===== config.mk =====
export PLATFORM = sky130hd
export DESIGN_NAME = vdp_super_palette
export DESIGN_NICKNAME = d
export VERILOG_FILES = /design/src/rtl/vdp_super_palette_pkg.sv /design/src/rtl/vdp_super_palette_ram.sv /design/src/rtl/vdp_super_palette.sv
export SDC_FILE = /design/constraint.sdc
export NUM_CORES = 1
export LEC_CHECK = 0
export CAP_MARGIN = 15
export CORE_MARGIN = 2
export CORE_UTILIZATION = 35
export CTS_BUF_LIST = sky130_fd_sc_hd__clkbuf_16
export DETAILED_ROUTE_END_ITERATION = 7
export HOLD_SLACK_MARGIN = 0.02
export PLACE_DENSITY = 0.53
export REMOVE_ABC_BUFFERS = 1
export SETUP_SLACK_MARGIN = 0.15
export SLEW_MARGIN = 30
export SYNTH_ARGS = -nofsm -noshare
export SYNTH_HDL_FRONTEND = slang
export SYNTH_SLANG_ARGS = --single-unit

===== constraint.sdc =====
create_clock -name clk -period 4.2 [get_ports clk]
set_clock_uncertainty 0.2 [all_clocks]
set_input_delay 0.63 -clock clk [delete_from_list [all_inputs] [get_ports clk]]
set_output_delay 0.63 -clock clk [all_outputs]
set_load 0.005 [all_outputs]

===== src/rtl/vdp_super_palette_pkg.sv =====
// rtl/vdp_super_palette_pkg.sv - shared types and default table for the super-res palette
package vdp_super_palette_pkg;

    typedef struct packed {
        logic [3:0] r;
        logic [3:0] g;
        logic [3:0] b;
    } pal_rgb_t;

    typedef enum logic {
        INIT = 1'b0,
        IDLE = 1'b1
    } pal_state_t;

    // MSX2 power-on palette, 3-bit channels widened as {v, v[2]}
    localparam pal_rgb_t SUPER_PAL_DEFAULT [16] = '{
        12'h000, 12'h000, 12'h2D2, 12'h6F6,
        12'h22F, 12'h46F, 12'hB22, 12'h4DF,
        12'hF22, 12'hF66, 12'hDD2, 12'hDD9,
        12'h292, 12'hD4B, 12'hBBB, 12'hFFF
    };

endpackage


===== src/rtl/vdp_super_palette_ram.sv =====
// rtl/vdp_super_palette_ram.sv - palette storage, one write port, one registered read-before-write port
module vdp_super_palette_ram
    import vdp_super_palette_pkg::*;
#(
    parameter int DEPTH = 16
) (
    input  logic       clk,
    input  logic       reset_n,
    input  logic       we,
    input  logic [3:0] waddr,
    input  pal_rgb_t   wdata,
    input  logic [3:0] raddr,
    input  logic       rd_clear,
    output pal_rgb_t   rdata
);

    pal_rgb_t mem [DEPTH];

    // Reset clears the array so a table without INIT reads back as 0x000
    always_ff @(posedge clk or negedge reset_n) begin
        if (!reset_n) begin
            for (int i = 0; i < DEPTH; i++) begin
                mem[i] <= '0;
            end
            rdata <= '0;
        end else begin
            if (we) begin
                mem[waddr] <= wdata;
            end
            rdata <= rd_clear ? pal_rgb_t'('0) : mem[raddr];
        end
    end

endmodule


===== src/rtl/vdp_super_palette.sv =====
// rtl/vdp_super_palette.sv - 16-entry 4:4:4 super-res palette with default-table loader and CPU write sequencer
module vdp_super_palette
    import vdp_super_palette_pkg::*;
#(
    parameter int ENTRIES       = 16,
    parameter bit INIT_ON_RESET = 1'b1
) (
    input  logic       clk,
    input  logic       reset_n,
    input  logic       pal_index_wr,
    input  logic [3:0] pal_index_data,
    input  logic       pal_data_wr,
    input  logic [7:0] pal_data,
    input  logic [3:0] PALETTE_ADDR2,
    output logic [3:0] PALETTE_DATA_R2_OUT,
    output logic [3:0] PALETTE_DATA_G2_OUT,
    output logic [3:0] PALETTE_DATA_B2_OUT,
    output logic       init_busy
);

    localparam logic [3:0] LAST_ENTRY = 4'(ENTRIES - 1);

    pal_state_t state, state_nx;
    logic [3:0] init_cnt;
    logic [3:0] wr_idx;
    logic       phase;
    logic [7:0] rb_byte;

    logic       ram_we;
    logic [3:0] ram_waddr;
    pal_rgb_t   ram_wdata;
    pal_rgb_t   ram_rdata;

    always_ff @(posedge clk or negedge reset_n) begin
        if (!reset_n) begin
            state    <= INIT_ON_RESET ? INIT : IDLE;
            init_cnt <= '0;
            wr_idx   <= '0;
            phase    <= 1'b0;
            rb_byte  <= '0;
        end else begin
            state <= state_nx;
            if (state == INIT) begin
                init_cnt <= init_cnt + 4'd1;
            end else if (pal_index_wr) begin
                // Index write wins over a coincident data byte and drops any half-written entry
                wr_idx <= pal_index_data;
                phase  <= 1'b0;
            end else if (pal_data_wr) begin
                if (!phase) begin
                    rb_byte <= pal_data;
                    phase   <= 1'b1;
                end else begin
                    phase  <= 1'b0;
                    wr_idx <= wr_idx + 4'd1;
                end
            end
        end
    end

    always_comb begin
        state_nx  = state;
        ram_we    = 1'b0;
        ram_waddr = wr_idx;
        ram_wdata = '{r: rb_byte[7:4], g: pal_data[3:0], b: rb_byte[3:0]};
        case (state)
            INIT: begin
                ram_we    = 1'b1;
                ram_waddr = init_cnt;
                ram_wdata = SUPER_PAL_DEFAULT[init_cnt];
                if (init_cnt == LAST_ENTRY) begin
                    state_nx = IDLE;
                end
            end
            IDLE: begin
                ram_we = pal_data_wr && !pal_index_wr && phase;
            end
            default: begin
                state_nx = IDLE;
            end
        endcase
    end

    vdp_super_palette_ram #(
        .DEPTH(ENTRIES)
    ) u_ram (
        .clk     (clk),
        .reset_n (reset_n),
        .we      (ram_we),
        .waddr   (ram_waddr),
        .wdata   (ram_wdata),
        .raddr   (PALETTE_ADDR2),
        .rd_clear(state == INIT),
        .rdata   (ram_rdata)
    );

    assign PALETTE_DATA_R2_OUT = ram_rdata.r;
    assign PALETTE_DATA_G2_OUT = ram_rdata.g;
    assign PALETTE_DATA_B2_OUT = ram_rdata.b;
    assign init_busy           = (state == INIT);

endmodule

### Word-level counts from Yosys, hierarchy flattened

Memories as Yosys holds them, arrays and structs flattened.
Cells that the tools add are included.

| cells by class | value |
|---|---|
| $add $sub $neg | 2 |
| multipliers | 0 |
| divide/modulo/power cells | 0 |
| $lt $le $gt $ge | 4 |
| eq/ne operators | 1 |
| shift-type cells | 0 |
| multiplexer cells | 20 |
| bitwise gates (word level) | 6 |
| reduce and logical (&&, ||, !) cells | 9 |

Operator list:

| cell | count |
|---|---|
| bitwise mux 192 bit | 1 |
| two-way mux 12 bit | 7 |
| binary-select mux 12 bit (select 4 bit) | 1 |
| demux 12 bit (select 4 bit) | 1 |
| two-way mux 4 bit | 4 |
| greater-or-equal comparator 5 bit (second input constant) | 3 |
| NOT 4 -> 5 bit | 3 |
| adder 4 x 1 -> 4 bit (second input constant) | 2 |
| less-than comparator 5 x 1 -> 1 bit (second input constant) | 1 |
| two-way mux 1 bit | 5 |
| equality test 4 bit (second input constant) | 1 |
| AND reduction 4 bit | 1 |
| nonzero test 2 bit | 2 |
| logical AND 1 bit | 3 |
| NOT 1 bit | 3 |
| AND reduction 3 bit | 1 |
| one-hot mux 1 bit (2 select lines) | 1 |
| AND reduction 2 bit | 1 |
| logical NOT 1 bit | 1 |

| word-level totals | value |
|---|---|
| bits in registers | 222 |
| latch bits | 0 |
| RAM bits | 0 |
| memory bits (read-only) | 192 |
| logic and storage cells | 99 |
| memories | 1 |

Memories:

| memory | words | width | read ports | clocked after Yosys merged registers in | wr ports | line | text |
|---|---|---|---|---|---|---|---|
| (no name shown) | 16 | 12 | 1 | 0 | 0 | vdp_super_palette.sv:70 | `ram_wdata = SUPER_PAL_DEFAULT[init_cnt];` |

### Logic depth before layout (Yosys ltp)

Gate-level depths: netlist of the first run.

| depth | value |
|---|---|
| depth after elaboration | 7 |
| depth in mapped cells | 8 |
| gate-level depth less buffers | 6 |

### Cells and area by module

From an unflattened synthesis of the first run, not the netlist that was laid out.

| second synthesis, totals | value |
|---|---|
| cell total of the unflattened synthesis | 787 |
| area, all modules | 10,635.2 um2 |

Modules (own cells, without submodules):

| module | times used | cells an instance | area each (um2) |
|---|---|---|---|
| vdp_super_palette_ram | 1 | 647 | 9,308.9 |
| vdp_super_palette | 1 | 140 | 1,326.3 |

### Least setup slack after synthesis of the first run

OpenSTA, ideal clock, no wires.

| timing | value |
|---|---|
| path kind | register to register |
| from | register init_cnt[1] |
| to | register u_ram.mem[64] (netlist bit) |
| setup time | 0.125 ns |
| arrival | 1.880 ns |
| data required time | 3.875 ns |
| slack | 1.995 ns |
| cell stages (with the launch flop) | 9 |
| path buffers | 2 |
| period minus slack after synthesis | 2.205 ns |
| cells stage by stage | dfrtp_1 buf_2 inv_1 ha_1 nand2_1 a311oi_1 a21oi_1 buf_2 mux2_2 |

| on the way | value |
|---|---|
| cells in the longest elaborated chain, start to end | 7 |

Ends and longest elaborated chain:

| item | line | text |
|---|---|---|
| from (decl) | vdp_super_palette.sv:24 | `logic [3:0] init_cnt;` |
| from (signal assigned) | vdp_super_palette.sv:44 | `init_cnt <= init_cnt + 4'd1;` |
| two-way mux 4 bit | vdp_super_palette.sv:66 | `case (state)` |
| NOT 4 -> 5 bit (implied by the code) | vdp_super_palette_ram.sv:28 | `mem[waddr] <= wdata;` |
| greater-or-equal comparator 5 bit (implied by the code) or less-than comparator 5 x 1 -> 1 bit (tied branches) | vdp_super_palette_ram.sv:28 |  |
| logical AND 1 bit (implied by the code) | vdp_super_palette_ram.sv:28 |  |
| two-way mux 12 bit (implied by the code) | vdp_super_palette_ram.sv:28 |  |
| demux 12 bit (select 4 bit) | vdp_super_palette_ram.sv:28 |  |
| bitwise mux 192 bit (*) | vdp_super_palette_ram.sv:28 |  |
| to (signal, indexed assignment) | vdp_super_palette_ram.sv:28 |  |
| to (decl) | vdp_super_palette_ram.sv:17 | `pal_rgb_t mem [DEPTH];` |

Mark *: on every way between the ends. The rest lies on a longest branch, timed or not. The select of a mux whose other input is x is not followed.
A chain may end at the register's enable or synchronous reset.

### Final worst setup path of the first run

| timing | value |
|---|---|
| from | register state |
| to | output port init_busy |

| on the way | value |
|---|---|
| cells in the longest elaborated chain, start to end | 1 |

Ends and longest elaborated chain:

| item | line | text |
|---|---|---|
| from (decl) | vdp_super_palette.sv:23 | `pal_state_t state, state_nx;` |
| from (signal assigned) | vdp_super_palette.sv:36 | `state <= INIT_ON_RESET ? INIT : IDLE;` |
| from (signal assigned) | vdp_super_palette.sv:42 | `state <= state_nx;` |
| NOT 1 bit | n/a |  |
| to (decl) | vdp_super_palette.sv:18 | `output logic init_busy` |

Every way passes these cells.

==> results of run 1 <==
worst paths after layout:
path | to | slack (ps) | depth (start not counted)
max | init_busy | 1290 | 2
min | u_ram.mem[113] | 280 | 1
max reg2reg | u_ram.mem[78] | 1300 | 6
min reg2reg | u_ram.mem[113] | 280 | 1
max in group asynchronous | u_ram.mem[6] | 2360 | 3
min in group asynchronous | u_ram.rdata[11] | 520 | 2
per-layer routing:
metal,up-vias,wire length [um],GRT usage [%]
met5,-,0,0
met4,0,459,3.962
met3,30,810,2.099
met2,86,11670,26.15
met1,3312,12660,24.66
li1,2944,-,-
cell usage in the layout, fill, tap and decap left out, types with 6 or more instances in the layout:
cell type / instances
sky130_fd_sc_hd__nor2b_1: 6
sky130_fd_sc_hd__mux2_2: 94
sky130_fd_sc_hd__buf_4: 30
sky130_fd_sc_hd__mux4_2: 8
sky130_fd_sc_hd__a21oi_1: 8
sky130_fd_sc_hd__clkbuf_16: 27
sky130_fd_sc_hd__ha_1: 10
sky130_fd_sc_hd__clkinv_2: 7
sky130_fd_sc_hd__clkdlybuf4s50_1: 30
sky130_fd_sc_hd__mux2_1: 105
sky130_fd_sc_hd__mux2i_1: 86
sky130_fd_sc_hd__o21ai_0: 15
sky130_fd_sc_hd__a22oi_1: 41
sky130_fd_sc_hd__inv_1: 14
sky130_fd_sc_hd__nand3_1: 8
sky130_fd_sc_hd__nand2_1: 39
sky130_fd_sc_hd__nor2_1: 18
sky130_fd_sc_hd__nand2_2: 6
sky130_fd_sc_hd__dfrtp_1: 222
sequential cells by signal (all words and copies together), names as in the netlist:
signal,cells
u_ram.rdata,12
wr_idx,4
state,1
u_ram.mem,192
phase,1
rb_byte,8
init_cnt,4
final cells by class:
cell class / count / share of cell area [%]
flip-flops and latches: 222 / 45.80
multi-input cells: 499 / 38.32
clock buffers: 27 / 5.570
repair buffers: 64 / 4.869
well taps: 390 / 4.023
clock inverters: 20 / 1.042
inverters: 12 / 0.3714
power groups by stage:
stage | sequential (mW) | clock [mW] | combinational (mW)
after global routing | 2.59 | 2.28 | 0.849
after global placement | 2.59 | 0 | 0.764
after detailed placement | 2.60 | 0 | 0.773
final | 2.56 | 2.12 | 0.763
after floorplan | 2.56 | 0 | 0.469
after CTS | 2.56 | 2.19 | 0.775
logic make-up (layout without fill, tap and decap cells):
family                   count (synthesis)  in the layout  share of synthesized area (%)
multiplexers                           293            293                          31.03
flip-flops                             222            222                          52.53
AO/OA/AOI/OAI                          101            101                          7.123
AND/OR/NAND/NOR                         91             91                          4.141
buffers and inverters                   72            123                          3.656
adder cells (fa/ha/maj)                 10             10                          1.183
XOR/XNOR                                 4              4                         0.3313
through the flow:
| step | area [um2] | instances | setup WS (ps) |
|---|---|---|---|
| global route | 12130 | 1234 | 1126 |
| finish | 12130 | 1234 | 1289 |
| floorplan | 10230 | 733 | 1450 |
| CTS | 12130 | 1234 | 1262 |
| detailed placement | 11320 | 1186 | 915.4 |
| global placement | 11320 | 1186 | 946.6 |
==> impl_summary.txt, run 1 <==
----------------------------------------------------
[Outcome]
  Outcome ... finished clean

[Power and ir drop]
  Power density normalized to cell area ... 449.4 nW/um2
  Maximum resistive drop on vdd ... 0.0003265 V
  Switching share of power ... 26.28%
  Sequential cell fraction of total power ... 47.0%
  Overall Power ... 5.451 mW
  Pleak ... 5.135 nW
  Sw power ... 1.433 mW
  Relative contribution of combinational cells to total power ... 14.0%
  Clock network fraction of total power ... 39.0%
  Internal power ... 4.018 mW

[Finish]
  FILL cells ... 2,803
  Area of the multi-input gates ... 4648 um2
  Register area ... 5555 um2
  Antenna diodes ... 0
  Fraction of layout instances using a drive strength above 1 ... 22.63%
  Growth of design area from synthesis to finish ... 14.69%
  Final #Nets ... 856
  Final Core Density ... 40.82%

[Synthesis]
  Commonest cells post-synth ... 222 x sky130_fd_sc_hd__dfrtp_1, 105 x sky130_fd_sc_hd__mux2_1, 94 x sky130_fd_sc_hd__mux2_2
  Count of flip-flops with a built-in enable after synthesis ... 0
  Number of register bits inferred by synthesis ... 222
  Gate Count Post-Synth ... 793
  Portion of synthesized cell area occupied by the leading cell type ... 52.53%
  Async SR Flop Fraction ... 100.0%
  Portion of the post-synthesis area used by sequential elements ... 52.53%
  Netlist area before placement ... 10,580 um2
  Biggest area consumer among synthesized cells ... sky130_fd_sc_hd__dfrtp_1
  Top cells by area, synth ... sky130_fd_sc_hd__dfrtp_1 53%, sky130_fd_sc_hd__mux2_1 11%, sky130_fd_sc_hd__mux2_2 10%
  Main flop type after synthesis ... sky130_fd_sc_hd__dfrtp_1
  Yosys warns ... 0
  Post-synthesis cell type count ... 51
  Average instance area after synthesis ... 13.34 um2
  Most numerous cell in the Yosys netlist ... sky130_fd_sc_hd__dfrtp_1

[Floorplan]
  Horizontal extent of the die ... 177.8 um
  Starting density of the core ... 35.59%
  Vertical die dimension ... 177.8 um
  Num ports ... 33
  Standard-cell rows ... 63
  Die footprint ... 31,620 um2
  Area of the placeable core ... 29,720 um2

[Global route]
  Wire length of the first global-routing pass ... 40,130 um
  Via count of the first global-routing pass ... 6,568
  Initial antenna violation count ... 0
  Global-route total usage across every layer ... 16.73%
  Congestion Overflow GR ... 0
  Maximum number of pins on one net before global-route repair ... 103

[Timing]
  Count of endpoints failing setup in the final report ... 0
  Worst rel slew slack ... 40.33%
  Final critical-path required period ... 2911 ps
  Hold Worst Slack ... 282.9 ps
  Max Clock Freq ... 0.3435 GHz
  Final-report hold violation count ... 0
  Final worst-path cycle share ... 69.32%
  Aggregate negative setup slack ... 0 ps
  Unrepaired setup endpoints after global routing ... false
  Transition time at the pin with the least slew margin ... 892.2 ps
  Max-slew violation count ... 0

[Critical path]
  CP startpoint ... state
  Ordered list of cells on the worst path ... inv_2 -> clkdlybuf4s50_1
  CP Buf/Inv Count ... 2
  Sort of element at the end of the critical path ... output port
  Startpoint type of the worst setup path ... flip-flop
  Largest delay share family, worst path ... buffers and inverters
  Crit path DAT ... 2080 ps
  CP max-delay cell ... sky130_fd_sc_hd__dfrtp_1
  Worst flop-to-flop path startpoint ... init_cnt[1]
  Maximum cell stage delay along the critical path ... 740 ps
  Class of the most critical setup path ... reg -> out
  CP Data Required Time ... 3370 ps
  Crit-path max FO ... 19

[CTS]
  Post-CTS repair timing setup buffer count ... 0
  Post-CTS Resized ... 0
  Clock net sink count ... 222
  CTS H-tree lvls ... 1
  Buffer levels on the longest clock path ... 3
  Root buffer cell ... sky130_fd_sc_hd__clkbuf_16
  Hold bufs inserted after CTS ... 1
  Clock Latency Late Sink ... 540 ps
  CTS tree ... done
  Post-CTS clock slew at the launch and capture registers of the worst setup and hold paths ... 60 ps
  Number of CTS-inserted buffers ... 27

[Drt]
  DR DRC count ... 0
  Aggregate routed wire length ... 25,600 um
  Via density per instance ... 5.164
  Count of antenna-violating nets left after detailed routing ... 0
  Average wire per cell in the routed design ... 20.75 um
  First-pass iteration count of the detailed router ... 4
  Starting DRT DRC Count ... 258
  Routed vias ... 6,372

[Run]
  Count of max-cap constraint violations ... 0

[Place]
  Buffers added on ports ... 32
  Detailed placer's ending HPWL ... 16,150 um
  Gp weighted congestion ... 0.7714

[Min path]
  Hold Startpoint ... u_ram.mem[113]
  Path category of the worst min-delay check ... reg -> reg

----------------------------------------------------
Note: power is estimated with default switching activity, not from simulation.
==> run 2: changes to the inputs <==
==> constraint.sdc (replaced) <==
create_clock -name clk -period 2.75 [get_ports clk]
set_clock_uncertainty 0.2 [all_clocks]
set_input_delay 0.4125 -clock clk [delete_from_list [all_inputs] [get_ports clk]]
set_output_delay 0.4125 -clock clk [all_outputs]
set_load 0.005 [all_outputs]
==> impl_summary.txt, run 2 (synthesized netlist as in run 1, its figures left out) <==
----------------------------------------------------
[Outcome]
  Outcome ... finished clean

[Global route]
  Congestion Overflow GR ... 0 (unchanged)
  Global-route total usage across every layer ... 17.18% (+0.46 points)
  Via count of the first global-routing pass ... 6,765 (+3.0%)
  Wire length of the first global-routing pass ... 41,340 um (+3.0%)
  Maximum number of pins on one net before global-route repair ... 75 (-27%)
  Initial antenna violation count ... 0 (unchanged)

[CTS]
  Post-CTS Resized ... 0 (unchanged)
  CTS tree ... done
  Root buffer cell ... sky130_fd_sc_hd__clkbuf_16
  CTS H-tree lvls ... 1 (unchanged)
  Number of CTS-inserted buffers ... 27 (unchanged)
  Clock Latency Late Sink ... 540 ps (about the same)
  Clock net sink count ... 222 (unchanged)
  Buffer levels on the longest clock path ... 3 (unchanged)
  Post-CTS clock slew at the launch and capture registers of the worst setup and hold paths ... 60 ps (about the same)

[Floorplan]
  Standard-cell rows ... 63 (unchanged)
  Num ports ... 33 (unchanged)
  Area of the placeable core ... 29,720 um2 (unchanged)
  Vertical die dimension ... 177.8 um (unchanged)
  Die footprint ... 31,620 um2 (unchanged)
  Starting density of the core ... 35.59% (unchanged)
  Horizontal extent of the die ... 177.8 um (unchanged)

[Timing]
  Max-slew violation count ... 0 (unchanged)
  Hold Worst Slack ... 252.6 ps (-30.30 ps)
  Aggregate negative setup slack ... 0 ps (unchanged)
  Final worst-path cycle share ... 89.06%
  Transition time at the pin with the least slew margin ... 716.4 ps (-175.7 ps)
  Worst rel slew slack ... 52.12% (+12 points)
  Final critical-path required period ... 2449 ps
  Final-report hold violation count ... 0 (unchanged)
  Unrepaired setup endpoints after global routing ... false
  Count of endpoints failing setup in the final report ... 0 (unchanged)
  Max Clock Freq ... 0.4083 GHz

[Critical path]
  Crit-path max FO ... 16 (-3)
  Sort of element at the end of the critical path ... flip-flop
  Startpoint type of the worst setup path ... flip-flop
  Crit path DAT ... 2660 ps (+580 ps)
  CP Data Required Time ... 2960 ps (-410 ps)
  Class of the most critical setup path ... reg -> reg
  CP max-delay cell ... sky130_fd_sc_hd__dfrtp_1
  Worst R2R Setup Slack ... 300 ps (-1000 ps)
  Ordered list of cells on the worst path ... ha_1 -> or2_1 -> a311oi_1 -> a21oi_1 -> buf_4 -> mux2_1
  Maximum cell stage delay along the critical path ... 500 ps (-240 ps)

[Place]
  Gp weighted congestion ... 0.7553 (-2.1%)
  Detailed placer's ending HPWL ... 16,660 um (+3.2%)
  Buffers added on ports ... 32 (unchanged)
  Area after detailed placement ... 11,660 um2 (+3.0%)

[Finish]
  Highest-count cells in the layout ignoring fill and taps ... 222 x sky130_fd_sc_hd__dfrtp_1, 105 x sky130_fd_sc_hd__mux2_1, 94 x sky130_fd_sc_hd__mux2_2, 86 x sky130_fd_sc_hd__mux2i_1, 41 x sky130_fd_sc_hd__a22oi_1
  Flip-flop count of the largest register after layout ... 192 (unchanged)
  Fraction of layout instances using a drive strength above 1 ... 24.60% (+2.0 points)
  Final #Nets ... 876 (+2.3%)
  Growth of design area from synthesis to finish ... 18.76%
  Post-route cell area ... 12,560 um2 (+3.5%)
  Register area ... 5555 um2 (unchanged)
  FILL cells ... 2,760 (-1.5%)
  Most common cell after layout, fill and taps aside ... sky130_fd_sc_hd__dfrtp_1
  Leading registers by flop count ... u_ram.mem x192, u_ram.rdata x12, rb_byte x8
  Area of the multi-input gates ... 4642 um2 (-0.13%)
  Antenna diodes ... 0 (unchanged)
  Register ranked first by flip-flop count ... u_ram.mem

[Power and ir drop]
  Power density normalized to cell area ... 691.5 nW/um2 (+54%)
  Overall Power ... 8.685 mW (+59%)
  Pleak ... 5.322 nW (+3.7%)
  Maximum resistive drop on vdd ... 0.0004094 V (+25%)

[Run]
  Count of max-cap constraint violations ... 0 (unchanged)

[Min path]
  Path category of the worst min-delay check ... in -> async

[Drt]
  Routed vias ... 6,535 (+2.6%)
  DR DRC count ... 0 (unchanged)
  Average wire per cell in the routed design ... 20.70 um (-0.24%)
  Aggregate routed wire length ... 26,000 um (+1.5%)
  Via density per instance ... 5.203 (+0.76%)
  Metal3 WL ... 933 um (+15%)
  First-pass iteration count of the detailed router ... 4 (unchanged)
  Wire length on met2 ... 12,230 um (+4.8%)
  Starting DRT DRC Count ... 366 (+42%)
  Count of antenna-violating nets left after detailed routing ... 0 (unchanged)
  Highest metal layer with signal wires ... met4
  Post-route met1 wirelength ... 12,440 um (-1.8%)

----------------------------------------------------
run 2: cell types whose count changed in the layout (fill, tap and decap cells not counted), sizes merged:
| cell | before | now |
|---|---|---|
| buf | 33 | 53 |
| bufinv | 1 | 4 |
| clkinvlp | 1 | 2 |
| inv | 18 | 16 |
run 2: final timing paths:
kind                                start        endpoint  depth (start not counted)
hold / removal                    reset_n   u_ram.mem[35]                          2
hold reg to reg            u_ram.mem[156]  u_ram.mem[156]                          1
setup reg to reg              init_cnt[1]  u_ram.mem[112]                          6
max in group asynchronous         reset_n  u_ram.mem[140]                          3
min in group clk              pal_data[3]      rb_byte[3]                          3
setup / recovery              init_cnt[1]  u_ram.mem[112]                          6
run 2: per-layer routing:
| metal | global-route usage [%] | vias up |
|---|---|---|
| li1 | - | 2998 |
| met1 | 24.59 | 3422 |
| met2 | 27.83 | 86 |
| met3 | 2.335 | 29 |
| met4 | 3.586 | 0 |
| met5 | 0 | - |
run 2: timing repair:
action	in CTS	in global routing
hold buffers	1	0
buffers inserted	0	0
hold endpoints to repair	70	0
setup endpoints to repair	0	0
run 2: final cells by class:
class / count / share of cell area (%)
clock buffers: 27 / 5.380
inverters: 12 / 0.3586
repair buffers: 84 / 7.492
clock inverters: 22 / 1.694
well taps: 390 / 3.885
multi-input cells: 499 / 36.96
flip-flops and latches: 222 / 44.23
run 2: where the power goes:
group	internal (mW)	total (mW)	switching (mW)
registers	3.69	3.91	0.218
logic	0.601	1.20	0.594
clock network	2.16	3.58	1.42
total	6.45	8.69	2.23
run 2: per-stage QoR:
stage	util (%)	worst slack, ps	std cells
2_1_floorplan	-	-0.4980	733
3_3_place_gp	39.23	186.8	1206
3_5_place_dp	39.24	165.6	1206
4_1_cts	42.26	283.2	1256
5_1_grt	42.26	174.9	1256
6_report	42.26	301.0	1256
run 2: worst max-delay path: cells and delay by family, from the launching register on:
kind,cells,cell delay [ps]
compound gates,2,500
fa+ha+maj,1,330
buf+inv,1,220
flops,1,500
mux,1,310
simple gates,1,250
